<file path="src/rtl/mac_array_feeder_l4.sv">
// rtl/mac_array_feeder_l4.sv - pixel x chunk sequencer feeding the layer-4 MAC tree array
// Issues buffer addresses, registers read data to the array and flags final pixel results.
module mac_array_feeder_l4 #(
  parameter int M      = 8,
  parameter int CHUNKS = 16,
  parameter int PIXELS = 16,
  parameter int AW     = 10,
  parameter int TL     = 3
) (
  input  logic              clk,
  input  logic              rst,
  input  logic              start,
  output logic              busy,
  output logic              done,
  output logic [AW-1:0]     act_addr,
  input  logic [63:0]       act_rdata,
  output logic [AW-1:0]     wt_addr,
  input  logic [M*64-1:0]   wt_rdata,
  output logic [63:0]       data_in,
  output logic [M*64-1:0]   weight,
  output logic              load,
  output logic              res_valid,
  output logic [AW-1:0]     res_pix
);

  typedef enum logic [1:0] {IDLE, FETCH, DRAIN} state_t;

  localparam int CW = $clog2(TL + 2) + 1;
  localparam logic [AW-1:0] LAST_CHUNK = AW'(CHUNKS - 1);
  localparam logic [AW-1:0] LAST_PIX   = AW'(PIXELS - 1);
  localparam logic [CW-1:0] DRAIN_END  = CW'(TL + 1);

  state_t          state;
  logic [AW-1:0]   pix;
  logic [CW-1:0]   cnt;
  logic            v1, first1, last1;
  logic [AW-1:0]   pix1;
  logic            v2, last2;
  logic [AW-1:0]   pix2;
  logic [TL-1:0]   dl_v;
  logic [AW-1:0]   dl_pix [TL];

  // wt_addr doubles as the chunk counter and act_addr as the linear pix*CHUNKS+chunk index
  always_ff @(posedge clk or posedge rst) begin
    if (rst) begin
      state    <= IDLE;
      busy     <= 1'b0;
      done     <= 1'b0;
      act_addr <= '0;
      wt_addr  <= '0;
      pix      <= '0;
      cnt      <= '0;
      v1       <= 1'b0;
      first1   <= 1'b0;
      last1    <= 1'b0;
      pix1     <= '0;
    end else begin
      done <= 1'b0;
      v1   <= 1'b0;
      case (state)
        IDLE: begin
          if (start) begin
            state    <= FETCH;
            busy     <= 1'b1;
            act_addr <= '0;
            wt_addr  <= '0;
            pix      <= '0;
            cnt      <= '0;
          end else if (done) begin
            busy <= 1'b0;
          end
        end
        FETCH: begin
          v1     <= 1'b1;
          first1 <= (wt_addr == '0);
          last1  <= (wt_addr == LAST_CHUNK);
          pix1   <= pix;
          if (wt_addr == LAST_CHUNK && pix == LAST_PIX) begin
            state <= DRAIN;
          end else begin
            act_addr <= act_addr + AW'(1);
            if (wt_addr == LAST_CHUNK) begin
              wt_addr <= '0;
              pix     <= pix + AW'(1);
            end else begin
              wt_addr <= wt_addr + AW'(1);
            end
          end
        end
        DRAIN: begin
          // busy stays high through the done cycle; it drops on the following edge
          if (cnt == DRAIN_END) begin
            state <= IDLE;
            done  <= 1'b1;
          end else begin
            cnt <= cnt + CW'(1);
          end
        end
        default: state <= IDLE;
      endcase
    end
  end

  always_ff @(posedge clk or posedge rst) begin
    if (rst) begin
      v2      <= 1'b0;
      last2   <= 1'b0;
      pix2    <= '0;
      data_in <= '0;
      weight  <= '0;
      load    <= 1'b0;
      dl_v    <= '0;
      for (int i = 0; i < TL; i++) dl_pix[i] <= '0;
    end else begin
      v2      <= v1;
      last2   <= last1;
      pix2    <= pix1;
      data_in <= v1 ? act_rdata : '0;
      weight  <= v1 ? wt_rdata : '0;
      load    <= v1 & first1;
      dl_v[0]   <= v2 & last2;
      dl_pix[0] <= pix2;
      for (int i = 1; i < TL; i++) begin
        dl_v[i]   <= dl_v[i-1];
        dl_pix[i] <= dl_pix[i-1];
      end
    end
  end

  assign res_valid = dl_v[TL-1];
  assign res_pix   = dl_pix[TL-1];

endmodule

</file>
<file path="config.mk">
export PLATFORM = sky130hd
export DESIGN_NAME = mac_array_feeder_l4
export DESIGN_NICKNAME = d
export VERILOG_FILES = /design/src/rtl/mac_array_feeder_l4.sv
export SDC_FILE = /design/constraint.sdc
export NUM_CORES = 1
export LEC_CHECK = 0
export CORE_AREA = 3 3 458 460
export CTS_CLUSTER_DIAMETER = 80
export DETAILED_ROUTE_END_ITERATION = 12
export DIE_AREA = 0 0 461 463
export SYNTH_ARGS = -nofsm -noshare
export SYNTH_HDL_FRONTEND = slang
export SYNTH_SLANG_ARGS = --single-unit
</file>
<file path="constraint.sdc">
create_clock -name clk -period 60.5 [get_ports clk]
set_clock_uncertainty 0.15 [all_clocks]
set_input_delay 6.05 -clock clk [delete_from_list [all_inputs] [get_ports clk]]
set_output_delay 6.05 -clock clk [all_outputs]
set_load 0.01 [all_outputs]
</file>
# After elaboration in Yosys (flattened, before gate mapping)
# Index checks and enable logic that the tools add are counted.
dict set report op_classes {
  n_mul 0
  n_mux 23
  n_reduce_logical 11
  n_shift 0
  addsub 4
  bitwise 2
  magnitude_cmp 0
  div_mod_pow 0
  n_eq_ne 11
}
# operator count
set ops {}
lappend ops {{512-bit two-way mux} 1}
lappend ops {{64-bit two-way mux} 1}
lappend ops {{10-bit two-way mux} 6}
lappend ops {{10-bit one-hot mux with 2 select lines} 3}
lappend ops {{10-bit by 1-bit adder with 10-bit output (second input constant)} 3}
lappend ops {{10-bit by 4-bit equality test with 1-bit output (second input constant)} 2}
lappend ops {{2-bit != test (second input constant)} 6}
lappend ops {{10-bit logical NOT} 1}
lappend ops {{3-bit AND reduction} 3}
lappend ops {{4-bit two-way mux} 2}
lappend ops {{4-bit one-hot mux with 2 select lines} 1}
lappend ops {{2-bit two-way mux} 3}
lappend ops {{2-bit one-hot mux with 3 select lines} 1}
lappend ops {{2-bit nonzero test} 3}
lappend ops {{1-bit two-way mux} 5}
lappend ops {{4-bit by 1-bit adder with 4-bit output (second input constant)} 1}
lappend ops {{4-bit by 3-bit equality test with 1-bit output (second input constant)} 1}
lappend ops {{4-bit AND reduction} 1}
lappend ops {{1-bit bitwise AND} 2}
lappend ops {{2-bit by 1-bit equality test with 1-bit output (second input constant)} 1}
lappend ops {{2-bit equality test (second input constant)} 1}
lappend ops {{2-bit logical NOT} 1}
lappend ops {{2-bit AND reduction} 1}
lappend ops {{1-bit logical AND} 1}
dict set report word_totals {
  rom_bits 0
  wordCells 72
  latch_bits 0
  inputBits 579
  regBits 673
  mem_bits_rw 0
  memories 0
}

# Longest topological paths before layout
# Gate-level depths: netlist of run 1.
dict set report depth {
  word_depth 4
  mapped_depth 7
  ltp_nobuf 6
}

# Worst setup path before layout of run 1
# OpenSTA, ideal clock, no wires.
dict set report synth_path {
  path_type {in2reg}
  start {in start}
  end {reg wt_addr[5]}
  setup_time_ps 124
  setup_slack_ps 53032
  arrival_ps 7194
  stages 5
  cell_sequence {or3b_2 -> nand4_1 -> o22ai_1 -> buf_2 -> a211o_1}
}
dict set report synth_between {
  elab_chain_len 2
}
# element line_no
set synth_lines {}
lappend synth_lines {{from (decl)} 12} ;# input logic start,
lappend synth_lines {{2-bit != test (no source line)} --}
lappend synth_lines {{3-bit AND reduction (no source line)} --}
lappend synth_lines {{to (signal assigned)} 86} ;# wt_addr <= wt_addr + AW'(1);
lappend synth_lines {{to (decl)} 17} ;# output logic [AW-1:0] wt_addr,
# No other way between the ends.
# A chain may end at the register's enable or synchronous reset.

==> results of run 1 <==
[cell type report]
class	count	area [um^2]	area share [%]
tap	2704	3380	8.42
antenna	28	70.1	0.174
timing repair buffer	1203	12000	29.9
clock inverter	34	453	1.13
sequential	673	16800	41.9
clock buffer	118	2470	6.15
multi-input combinational	778	4880	12.1
inverter	17	71.3	0.177
[routing by layer]
layer | part of all wire (%) | vias to the layer above | global-route usage [%]
li1 | - | 7326 | -
met2 | 48 | 1028 | 22.7
met1 | 38 | 8467 | 15.4
met3 | 11 | 308 | 6.02
met5 | 0.27 | - | 0
met4 | 2.6 | 62 | 3.70
[final timing paths]
path	endpoint	start	slack [ns]
min in group asynchronous	data_in[50]	rst	5.76
max in group clk	wt_addr[9]	wt_addr[9]	52.37
max reg2reg	wt_addr[1]	wt_addr[5]	57.09
min	dl_pix[19]	dl_pix[29]	0.20
max	weight[164]	rst	50.83
min reg2reg	dl_pix[19]	dl_pix[29]	0.20
[stage by stage]
stage                     setup slack (ns)  instance area [um^2]  total power [W]  cells  hold slack, ns
after floorplan                      35.44                 22200         0.000599   1557           0.181
after global placement               50.04                 37200         0.000770   5375           0.182
after detailed placement             49.92                 37200         0.000770   5375           0.185
after CTS                            50.74                 40100          0.00131   5527           0.197
after global routing                 50.20                 40100          0.00134   5539           0.206
final                                50.83                 40200          0.00128   5555           0.196
[power by group through the flow]
stage / Clock [W] / Sequential, W / Combinational [W]
after global placement: 0 / 0.000532 / 0.000239
final: 0.000521 / 0.000524 / 0.000234
after detailed placement: 0 / 0.000532 / 0.000238
after global routing: 0.000560 / 0.000529 / 0.000250
after CTS: 0.000544 / 0.000525 / 0.000240
after floorplan: 0 / 0.000542 / 0.0000568
[cell families (layout without fill, tap and decap cells)]
kind of cell	after synthesis	count (layout)	synth area share, %
other	0	28	0
DFF	673	673	76.0
adders and majority gates	6	6	0.339
muxes	6	6	0.288
AOI/OAI and AO/OA	70	70	2.30
buffers and inverters	106	1372	2.02
and+or+nand+nor	694	694	19.0
xor gates and xnor gates	2	2	0.0790
[layout by cell type, fill, tap and decap left out, types with 9 or more instances in the layout]
cell type / Yosys / layout
nor3_1: 10 / 10
nor2_1: 13 / 13
nand3_1: 10 / 10
diode_2: 0 / 28
clkdlybuf4s50_1: 0 / 1188
o21ai_0: 15 / 15
clkinv_2: 0 / 11
and3_1: 9 / 9
dfrtp_1: 673 / 672
inv_1: 16 / 15
clkbuf_1: 74 / 11
and2_1: 581 / 581
clkbuf_8: 0 / 22
a22o_1: 12 / 12
buf_4: 10 / 14
nand2_1: 44 / 44
clkbuf_16: 0 / 85
==> metrics.md, run 1 <==
| Metric | Value |
|---|---|
| Status | `complete, no violations` |
| Largest register FFs | `approximately 510` |
| CTS Buf Count | `85` |
| CP delay by family, top | `buffers and inverters` |
| Crit path DAT | `about 10 ns` |
| Distinct cells, synth | `52` |
| Slew headroom | `between 10% and 20%` |
| Setup violators final | `0` |
| Slowest CP cell | `buf_4` |
| Comb pwr share | `18.3%` |
| Clock tree buffer depth | `3` |
| Seq/Total Area, Yosys | `76.0%` |
| Pwr per Cell Area | `31.8 mW/mm^2` |
| CP Capture Type | `async pin` |
| IO Pins | `1189` |
| Drt drc | `0` |
| CP required | `~61 ns` |
| P_sw | `0.000346 W` |
| Max stage delay on crit path | `0.84 ns` |
| H-tree Lvls | `3` |
| Routed Antenna Nets | `0` |
| Initial Util | `10.7%` |
| Reg2reg path depth | `5` |
| Hold depth | `0` |
| Primary FF master, synth | `dfrtp_1` |
| Biggest register | `weight` |
| CTS tree | `done` |
| Nets | `3343` |
| Worst IR Drop VDD | `21.2 uV` |
| Mapped Cells | `~1600` |
| Core Util, Final | `19.5%` |
| Vias in the first global route | `18100` |
| Drt wl/cell | `26.8 um` |
| Cell depth of the worst setup path | `6` |
| Setup Fix Bufs, Post-CTS | `0` |
| Largest net degree at the start of global routing | `approximately 180` |
| Clock period minus worst slack | `9.67 ns` |
| Area Overhead vs Synth | `81.3%` |
| WL final | `about 150000 um` |
| CP most frequent cell | `buf_4` |
| Yosys warns | `0` |
| Vias per inst | `3.09` |
| Worst-Margin Slew | `1.25 ns` |
| Clock transition at path regs | `0.06 ns` |
| First-pass GRT wire length | `188000 um` |
| EDFF count, synth | `0` |
| # clock sinks | `~670` |
| DRT iter0 DRCs | `918` |
| Die width | `around 460 um` |
| Die span in y | `463 um` |
| Hold Path Class | `reg2reg` |
| Crit Path Class | `in2async` |
| Routability Congestion | `0.968` |
| Async SR Flop Fraction | `100%` |
| Overall routing resource usage | `about 14%` |
| P_int | `0.000932 W` |
| DP HPWL | `126000 um` |
| Final Hold Viols | `0` |
| Post-synth top cells | `673 x dfrtp_1, 581 x and2_1, 74 x clkbuf_1` |
| Die area | `0.213 mm^2` |
| Initial antenna violation count | `150` |
| Share of cells above drive strength 1 | `slightly below 6%` |
| Seq pwr share | `41.0%` |
| Worst Path Buf+Inv | `6` |
| Largest regs | `weight: 512 flops, data_in: 64 flops, dl_pix: 20 flops` |
| Post-Syn Area | `0.0222 mm^2` |
| Final period utilization | `between 15 and 20%` |
| Part of the power in the clock network | `40.7%` |
| Leakage Power | `16.3 nW` |
| Clock root cell | `clkbuf_16` |
| Worst-Skew Late Latency | `0.69 ns` |
| Fillcell total | `22400` |
| Crit path max fanout | `109` |
| Max Transition Viols Final | `0` |
| Setup TNS | `0 ns` |
| Gates resized, CTS repair | `0` |
| Max-Cap Viols | `0` |
| Syn nets | `between 2000 and 2500` |
| Share of the synthesized area in the top cell type | `76.0%` |
| Startpoint types | `input port` |
| Most frequent cell after synthesis | `dfrtp_1` |
| Mean Syn Cell Area | `14.2 um^2` |
| Top cells by area, synth | `dfrtp_1 76%, and2_1 16%, clkbuf_1 1.3%` |
| Global route total overflow | `0` |
| Cell taking the most area after synthesis | `dfrtp_1` |
| Total number of vias | `17200` |
| RSZ-0062 raised after global routing | `no` |
| Placement Rows | `167` |
| Net Sw Frac | `a little over a quarter` |
| Synth Register Bits | `673` |
| Critical path, cell by cell | `clkdlybuf4s50_1, inv_8, buf_4, buf_4, buf_4, buf_4` |
| Core Area | `0.206 mm^2` |
| Hold bufs inserted after CTS | `0` |
| TritonRoute pass-1 iters | `5` |
| Max Clock Freq | `roughly 0.10 GHz` |
| PortBufs | `1188` |
Note: power is estimated with default switching activity, not from simulation.
==> inputs of run 2 (changes only) <==
--- a/config.mk
+++ b/config.mk
@@ -5,10 +5,10 @@
 export SDC_FILE = /design/constraint.sdc
 export NUM_CORES = 1
 export LEC_CHECK = 0
-export CORE_AREA = 3 3 458 460
+export CORE_AREA = 3 3 459 461
 export CTS_CLUSTER_DIAMETER = 80
 export DETAILED_ROUTE_END_ITERATION = 12
-export DIE_AREA = 0 0 461 463
+export DIE_AREA = 0 0 462 464
 export SYNTH_ARGS = -nofsm -noshare
 export SYNTH_HDL_FRONTEND = slang
 export SYNTH_SLANG_ARGS = --single-unit
==> constraint.sdc (replaced) <==
create_clock -name clk -period 8.8 [get_ports clk]
set_clock_uncertainty 0.15 [all_clocks]
set_input_delay 0.88 -clock clk [delete_from_list [all_inputs] [get_ports clk]]
set_output_delay 0.88 -clock clk [all_outputs]
set_load 0.01 [all_outputs]
==> run 2 against run 1 <==
Against the previous run: combinational power grew to 7.2 times the previous value; sequential share of layout area decreased by 0.25 points; clock power grew to 7.4 times the previous value; die area up 0.43%; highest routed layer unchanged.
==> metrics.md, run 2 (synthesized netlist as in run 1, its figures left out) <==
| Metric | Value |
|---|---|
| Status | `complete, no violations` |
| Setup TNS | `0 ns` |
| Leakage Power | `16.4 nW` |
| Max-Cap Viols | `0` |
| IO Pins | `1189` |
| DRT iter0 DRCs | `904` |
| PortBufs | `1188` |
| Fillcell total | `approximately 22000` |
| Global route total overflow | `0` |
| Setup Fix Bufs, Post-CTS | `0` |
| RSZ-0062 raised after global routing | `no` |
| Hold depth | `0` |
| Min Hold Slack | `0.193 ns` |
| H-tree Lvls | `3` |
| Clock tree buffer depth | `3` |
| CTS tree | `done` |
| Clock root cell | `clkbuf_16` |
| First-pass GRT wire length | `198000 um` |
| Hold bufs inserted after CTS | `0` |
| Reg2reg path depth | `6` |
| CTS Buf Count | `87` |
| Nets | `3343` |
| Final period utilization | `about a third` |
| Routability Congestion | `0.907` |
| Slowest CP cell | `clkdlybuf4s50_1` |
| Worst R2R Start | `state[1]` |
| Routed Antenna Nets | `0` |
| Die area | `0.214 mm^2` |
| Worst Path Buf+Inv | `1` |
| Clock period minus worst slack | `roughly 3.0 ns` |
| WL final | `between 150000 and 200000 um` |
| Die width | `~460 um` |
| Placement Rows | `about 170` |
| Total number of vias | `~17000` |
| Hold Startpoint | `pix2[2]` |
| Critical path, cell by cell | `clkdlybuf4s50_1` |
| Total Power | `0.00914 W` |
| Vias per inst | `3.13` |
| Max stage delay on crit path | `0.76 ns` |
| Core Area | `slightly above 0.2 mm^2` |
| Crit path DAT | `between 1.5 and 2 ns` |
| Placed cell count | `5373` |
| Gates resized, CTS repair | `0` |
| Slew headroom | `between 20% and 30%` |
| Drt drc | `0` |
| Largest register FFs | `512` |
| Final Hold Viols | `0` |
| Finished Layout Cells | `5577` |
| Worst IR Drop VDD | `131 uV` |
| CP required | `between 7 and 8 ns` |
| Hold Path Class | `reg2reg` |
| Pwr per Cell Area | `226 mW/mm^2` |
| Worst-Skew Late Latency | `~0.7 ns` |
| Vias in the first global route | `roughly 18000` |
| Biggest register | `weight` |
| CP delay by family, top | `buffers and inverters` |
| Crit path max fanout | `9` |
| Reg2reg end | `pix[6]` |
| Startpoint types | `flip-flop` |
| Initial Util | `10.7%` |
| Worst-Margin Slew | `between 1 and 1.5 ns` |
| Clock transition at path regs | `0.06 ns` |
| Initial antenna violation count | `218` |
| Drt wl/cell | `28.5 um` |
| # clock sinks | `673` |
| Largest regs | `weight: 512 flops, data_in: 64 flops, dl_pix: 20 flops` |
| Area Overhead vs Synth | `82.4%` |
| Endpoint, Worst Hold | `dl_pix[22]` |
| TritonRoute pass-1 iters | `4` |
| CP Capture Type | `output port` |
| Most frequent cells in the layout | `1188 x clkdlybuf4s50_1, 672 x dfrtp_1, 581 x and2_1, 87 x clkbuf_16, 44 x nand2_1` |
| Reg2reg setup slack | `6.02 ns` |
| Max Clock Freq | `0.333 GHz` |
| Most common cell after layout, fill and taps aside | `clkdlybuf4s50_1` |
| Share of cells above drive strength 1 | `6.08%` |
| Max Transition Viols Final | `0` |
| Die span in y | `464 um` |
| Overall routing resource usage | `14.4%` |
| Largest net degree at the start of global routing | `around 210` |
| Crit Path Class | `reg2out` |
| DP HPWL | `roughly 140000 um` |
| Setup violators final | `0` |
-- run 2: how the worst max path moves through the flow --
stage / endpoint / slack (ns) / depth (start not counted) / from
after floorplan: act_addr[0] / -1.43 / 1 / rst
after global placement: weight[181] / 5.68 / 4 / rst
after detailed placement: weight[182] / 5.62 / 4 / rst
after CTS: wt_addr[4] / 5.68 / 1 / wt_addr[4]
after global routing: wt_addr[4] / 5.70 / 1 / wt_addr[4]
final: wt_addr[5] / 5.80 / 1 / wt_addr[5]
-- run 2: per-layer routing --
layer | up-vias | track usage (%) | share of wire (%)
met1 | 8493 | 13.3 | 32
met5 | - | 0 | 0.46
met2 | 1102 | 25.1 | 49
met3 | 407 | 9.69 | 15
li1 | 7348 | - | -
met4 | 106 | 4.53 | 3.7
-- run 2: per-stage QoR --
step	area, um^2	util (%)	worst slack, ns
2_1_floorplan	22200	-	-1.43
3_3_place_gp	37200	18.0	5.68
3_5_place_dp	37200	18.0	5.62
4_1_cts	40300	19.5	5.68
5_1_grt	40400	19.5	5.70
6_report	40400	19.5	5.80
-- run 2: final cells by class --
class / count / area [um^2] / area share (%)
clock inverters: 46 / 679 / 1.68
clock buffers: 113 / 2410 / 5.97
inverters: 17 / 67.6 / 0.167
multi-input cells: 778 / 4880 / 12.1
repair buffers: 1201 / 12100 / 29.8
flip-flops and latches: 673 / 16800 / 41.7
well taps: 2704 / 3380 / 8.37
diodes: 45 / 113 / 0.279
-- run 2: where the power goes --
group | internal [W] | switching [W]
registers | 0.00341 | 0.000186
logic | 0.000873 | 0.000814
clock network | 0.00231 | 0.00154
